==> src/rtl/audio_pkg.sv <==
// Shared audio types and frame-rate constants for the DSP chain and the I2S output stage.
// Combinational definitions only; no latency, no flow control.
package audio_pkg;

   localparam int SAMPLE_W      = 32;
   localparam int BCLK_HALF_DEF = 8;
   localparam int CLK_HZ        = 50_000_000;

   typedef logic signed [SAMPLE_W-1:0] sample_t;

   typedef struct packed {
      sample_t l;
      sample_t r;
   } stereo_t;

   // CLOCK_50 cycles per stereo frame; DSP blocks size their delay lines from this
   function automatic int frame_cycles(input int bclk_half, input int dw);
      return 4 * dw * bclk_half;
   endfunction

   localparam int FRAME_CYCLES = frame_cycles(BCLK_HALF_DEF, SAMPLE_W);
   localparam int FRAME_HZ     = CLK_HZ / FRAME_CYCLES;

endpackage

==> src/rtl/i2s_bclk_gen.sv <==
// I2S timing: BCLK divider, fall-event strobe, bit-position counter and LRCK (registered at each BCLK fall).
// Free-running master timing; no backpressure.
module i2s_bclk_gen
   import audio_pkg::*;
#(
   parameter int BCLK_HALF = BCLK_HALF_DEF,
   parameter int DW        = SAMPLE_W,
   parameter int PW        = $clog2(2 * DW)
) (
   input  logic          CLOCK_50,
   input  logic          RESET_N,
   output logic          bclk,
   output logic          lrck,
   output logic          fall,
   output logic [PW-1:0] p_nxt
);

   localparam int            CW       = $clog2(BCLK_HALF);
   localparam logic [CW-1:0] DIV_LAST = CW'(BCLK_HALF - 1);
   localparam logic [PW-1:0] LR_ON    = PW'(DW - 1);
   localparam logic [PW-1:0] LR_OFF   = PW'(2 * DW - 2);

   logic [CW-1:0] div_cnt;
   logic [PW-1:0] p;
   logic          wrap;

   assign wrap  = (div_cnt == DIV_LAST);
   assign fall  = wrap & bclk;
   // 2*DW is a power of two, so the position wraps 63 -> 0 naturally
   assign p_nxt = p + 1'b1;

   always_ff @(posedge CLOCK_50 or negedge RESET_N) begin
      if (!RESET_N) begin
         div_cnt <= '0;
         bclk    <= 1'b0;
         p       <= '1;
         lrck    <= 1'b0;
      end else begin
         div_cnt <= wrap ? '0 : div_cnt + 1'b1;
         if (wrap) begin
            bclk <= ~bclk;
         end
         if (fall) begin
            p    <= p_nxt;
            // one-bit I2S delay: word select leads each MSB by one BCLK
            lrck <= (p_nxt >= LR_ON) && (p_nxt <= LR_OFF);
         end
      end
   end

endmodule

==> src/rtl/i2s_tx.sv <==
// I2S master DAC transmitter: captures in_L/in_R 31 BCLKs after tick, left MSB leaves one BCLK later.
// No backpressure: upstream must hold in_L/in_R stable from one cycle after tick until capture.
module i2s_tx
   import audio_pkg::*;
#(
   parameter int BCLK_HALF = BCLK_HALF_DEF,
   parameter int DW        = SAMPLE_W
) (
   input  logic                 CLOCK_50,
   input  logic                 RESET_N,
   input  logic signed [DW-1:0] in_L,
   input  logic signed [DW-1:0] in_R,
   input  logic                 mute,
   output logic                 tick,
   output logic                 bclk,
   output logic                 lrck,
   output logic                 dacdat
);

   localparam int            PW     = $clog2(2 * DW);
   localparam int            BW     = $clog2(DW);
   localparam logic [PW-1:0] P_TICK = PW'(DW);
   localparam logic [PW-1:0] P_CAP  = PW'(2 * DW - 1);

   logic                 fall;
   logic [PW-1:0]        p_nxt;
   logic [BW-1:0]        bit_idx;
   logic signed [DW-1:0] fr_L;
   logic signed [DW-1:0] fr_R;

   i2s_bclk_gen #(
      .BCLK_HALF (BCLK_HALF),
      .DW        (DW),
      .PW        (PW)
   ) u_bclk_gen (
      .CLOCK_50 (CLOCK_50),
      .RESET_N  (RESET_N),
      .bclk     (bclk),
      .lrck     (lrck),
      .fall     (fall),
      .p_nxt    (p_nxt)
   );

   // DW is a power of two: DW-1-p and 2*DW-1-p both reduce to the inverted low bits of p
   assign bit_idx = ~p_nxt[BW-1:0];

   always_ff @(posedge CLOCK_50 or negedge RESET_N) begin
      if (!RESET_N) begin
         tick   <= 1'b0;
         dacdat <= 1'b0;
         fr_L   <= '0;
         fr_R   <= '0;
      end else begin
         tick <= fall && (p_nxt == P_TICK);
         if (fall) begin
            dacdat <= p_nxt[BW] ? fr_R[bit_idx] : fr_L[bit_idx];
            if (p_nxt == P_CAP) begin
               fr_L <= mute ? '0 : in_L;
               fr_R <= mute ? '0 : in_R;
            end
         end
      end
   end

endmodule

==> config.mk <==
export PLATFORM = sky130hd
export DESIGN_NAME = i2s_tx
export DESIGN_NICKNAME = d
export VERILOG_FILES = /design/src/rtl/audio_pkg.sv /design/src/rtl/i2s_bclk_gen.sv /design/src/rtl/i2s_tx.sv
export SDC_FILE = /design/constraint.sdc
export NUM_CORES = 1
export LEC_CHECK = 0
export ABC_AREA = 1
export BUFFER_PORTS_ARGS = -buffer_cell sky130_fd_sc_hd__buf_2
export CAP_MARGIN = 20
export CORE_MARGIN = 3
export CORE_UTILIZATION = 35
export DETAILED_ROUTE_END_ITERATION = 7
export PLACE_DENSITY = 0.63
export SYNTH_ARGS = -nofsm -noshare
export SYNTH_HDL_FRONTEND = slang
export SYNTH_SLANG_ARGS = --single-unit
==> constraint.sdc <==
create_clock -name CLOCK_50 -period 2.5 [get_ports CLOCK_50]
set_input_delay 0.25 -clock CLOCK_50 [delete_from_list [all_inputs] [get_ports CLOCK_50]]
set_output_delay 0.25 -clock CLOCK_50 [all_outputs]
set_load 0.1 [all_outputs]
==> results.json <==
{
  "hold_viol": 0,
  "ios": 71,
  "slowest_stage": "dfstp_2",
  "async_reset_ff_share_pct": 100,
  "yosysSeqAreaShare_pct": 49.3,
  "r2r_cells": 8,
  "r2r_setup_slack_ps": 250,
  "drv_cap": 0,
  "finalWeightedCongestion": 0.792,
  "swShare_pct": 20.0,
  "crit_chain": "ha_1 > nand4_1 > nand2_1 > nand2_1 > nor3_4 > buf_12 > nand3_1 > o21ai_1",
  "placementRows": 38,
  "dp_hpwl_microns": 6520,
  "crit_required_ps": 2770,
  "setup_slack_ps": 247,
  "max_freq_mhz": 444,
  "num_vias": 3393,
  "cp_data_arrival_time_ps": 2520,
  "synthCells": 494,
  "p_clk_share_pct": 47.6,
  "maxSlewHeadroom_pct": 36.3,
  "cts-hold-fix-buffers": 0,
  "r2r_start": "u_bclk_gen.p[1]",
  "r2r-end": "fr_L[21]",
  "critPathLaunchType": "flop",
  "cellPowerDensity_nw_per_um2": 551,
  "io_buffers": 70,
  "hold_class": "input pin to asynchronous set/reset pin",
  "die_h_microns": 112,
  "clk-insertion-delay-late_ps": 350,
  "ys_warn_count": 0,
  "switchingPower_mw": 0.510,
  "synth_top_family_by_area": "simple AND/OR/NAND/NOR gates",
  "crit_path_end_kind": "flop",
  "syn_nets": 567,
  "post_cts_buffers": 0,
  "cts.sinks": 77,
  "nets": 627,
  "grt_pass1_vias": 3406,
  "synth-edff-count": 0,
  "htree_levels": 3,
  "drtIter0Drc": 237,
  "antenna_cells": 0,
  "core_area_sq_um": 10900,
  "setup_violations": 0,
  "filler_cell_count": 1124,
  "cts_buffer_depth": 2,
  "synth_compound_area_share_pct": 10.0,
  "synth_top_area_cell": "dfrtp_1",
  "irDropWorstVdd_v": 0.000340,
  "root_buffer": "clkbuf_8",
  "grt_max_degree": 78,
  "synth_ff_type": "dfrtp_1",
  "synth_fa_ha_area_share_pct": 1.91,
  "worstPathMaxFanout": 66,
  "tightestPinTransition_ps": 955,
  "fin_cells": 699,
  "drive_above_1_share_pct": 19.3,
  "comb_power_share_pct": 3.6,
  "dp_slack_ps": 287,
  "ant_nets": 0,
  "crit_top_cell": "nand2_1",
  "antenna_found_initial": 0,
  "synthDistinctLibCells": 24,
  "fin_skew_ps": 7.07,
  "synth_xor_area_share_pct": 0.669,
  "cts_tree": "done",
  "yosys_register_bits": 77,
  "dieArea_sq_um": 12500,
  "fin_tns_setup_ps": 0,
  "viasPerCell": 4.85,
  "yosys-top-cells-area": "dfrtp_1 (45%), nand3_1 (15%), nand2_1 (8.3%)",
  "drtPass1Iterations": 6,
  "p_leak_nw": 2.28,
  "initial_core_util_pct": 36.1,
  "drv_slew": 0,
  "synthMostInstantiatedCell": "nand3_1",
  "gr-total-overflow": 0,
  "fin_crit_sh_pct": 90.1,
  "cts_buffers": 9,
  "grt_pass1_wl_microns": 16200,
  "power_frac_seq_pct": 48.8,
  "wl_microns": 9330,
  "cts.reportedPaths.clkPinSlew_ps": 80,
  "synth_top_cells_by_count": "nand3_1 (117), nand2_1 (87), inv_1 (74), dfrtp_1 (71), o21ai_1 (56)",
  "synth_area_per_cell_sq_um": 7.95,
  "ctsResizeCount": 0,
  "critPathKind": "flop to flop",
  "synth.area.mux_share_pct": 0,
  "remaining_drc_errors": 0,
  "track_usage_pct": 15.7,
  "outcome": "completed",
  "fin_crit_ps": 2250,
  "rsz0062_at_grt": "false",
  "synth-simple-area-share_pct": 25.9,
  "dp.cells": 683,
  "synthToLayoutAreaGrowth_pct": 18.0,
  "die_w_microns": 112,
  "yosysTopAreaCellShare_pct": 45.3,
  "wl_per_cell_microns": 13.3,
  "max_stage_delay_ps": 600,
  "syn-cell-area_sq_um": 3930,
  "intPower_mw": 2.04,
  "p_total_mw": 2.55
}
[critical path: cells and delay by family (launching register included)]
kind | cells | cell delay (ps)
adder cells (fa/ha/maj) | 1 | 260
buffers and inverters | 1 | 290
AND/OR/NAND/NOR | 5 | 880
AO/OA/AOI/OAI | 1 | 110
flip-flops | 1 | 600
[placed cells by master, fill, tap and decap left out, types with 2 or more instances in the layout]
cell type and n:
nand3_1 117, nand2_1 87, inv_1 74, dfrtp_1 71
buf_2 69, o21ai_1 56, nor2_1 16, o21ai_0 15
buf_4 10, clkbuf_8 9, ha_1 6, dfstp_2 6
o211ai_1 4, bufinv_16 4, xor2_1 2, clkinv_2 2
buf_12 2
[power by group through the flow]
stage / clock network (mW) / registers, mW / logic, mW
global placement: 0 / 1.27 / 0.0949
finish: 1.22 / 1.24 / 0.0931
detailed placement: 0 / 1.27 / 0.0958
global route: 1.31 / 1.24 / 0.106
floorplan: 0 / 1.27 / 0.0138
CTS: 1.25 / 1.24 / 0.0966
[area by class of cell]
type,instances,area [sq um],area share [%]
Clock buffer,9,124,2.67
Clock inverter,7,138,2.97
Inverter,75,282,6.08
Multi-Input combinational cell,310,1520,32.8
Sequential cell,77,1930,41.8
Tap cell,140,175,3.78
Timing Repair Buffer,81,460,9.94
[logic make-up (layout without fill, tap and decap cells)]
family / Yosys count / count (layout)
compound gates: 76 / 76
xor+xnor: 3 / 3
simple gates: 225 / 225
flops: 77 / 77
buf+inv: 107 / 172
fa+ha+maj: 6 / 6
[worst max path at each step]
stage	from	cells after the start	slack, ps	to
floorplan	u_bclk_gen.p[0]	15	170	dacdat
global placement	u_bclk_gen.p[1]	8	320	fr_L[5]
detailed placement	u_bclk_gen.p[1]	8	290	fr_R[31]
CTS	u_bclk_gen.p[1]	8	240	fr_L[21]
global route	u_bclk_gen.p[1]	8	60	fr_L[21]
finish	u_bclk_gen.p[1]	8	250	fr_L[21]
[per-layer routing]
layer | GRT usage (%) | share of wire, % | vias to the layer above | routed length, microns
met5 | 0 | 0 | - | 0
met4 | 4.62 | 0.83 | 0 | 77
met3 | 3.97 | 4.6 | 6 | 433
met2 | 24.3 | 47 | 78 | 4350
met1 | 22.0 | 48 | 1589 | 4470
li1 | - | - | 1720 | -
[per-stage QoR]
stage | utilization (%) | hold WS (ps) | area (sq um)
2_1_floorplan | - | -45.6 | 3930
3_5_place_dp | 40.2 | 438 | 4370
5_1_grt | 42.6 | 123 | 4630
6_report | 42.6 | 39.2 | 4630
3_3_place_gp | 40.2 | 414 | 4370
4_1_cts | 42.6 | 83.7 | 4630
[registers in the layout, indices dropped and copies added, names as in the netlist]
name / cells
dacdat: 1
u_bclk_gen.bclk: 1
fr_R: 32
tick: 1
fr_L: 32
u_bclk_gen.lrck: 1
u_bclk_gen.p: 6
u_bclk_gen.div_cnt: 3
Note: power is estimated with default switching activity, not from simulation.
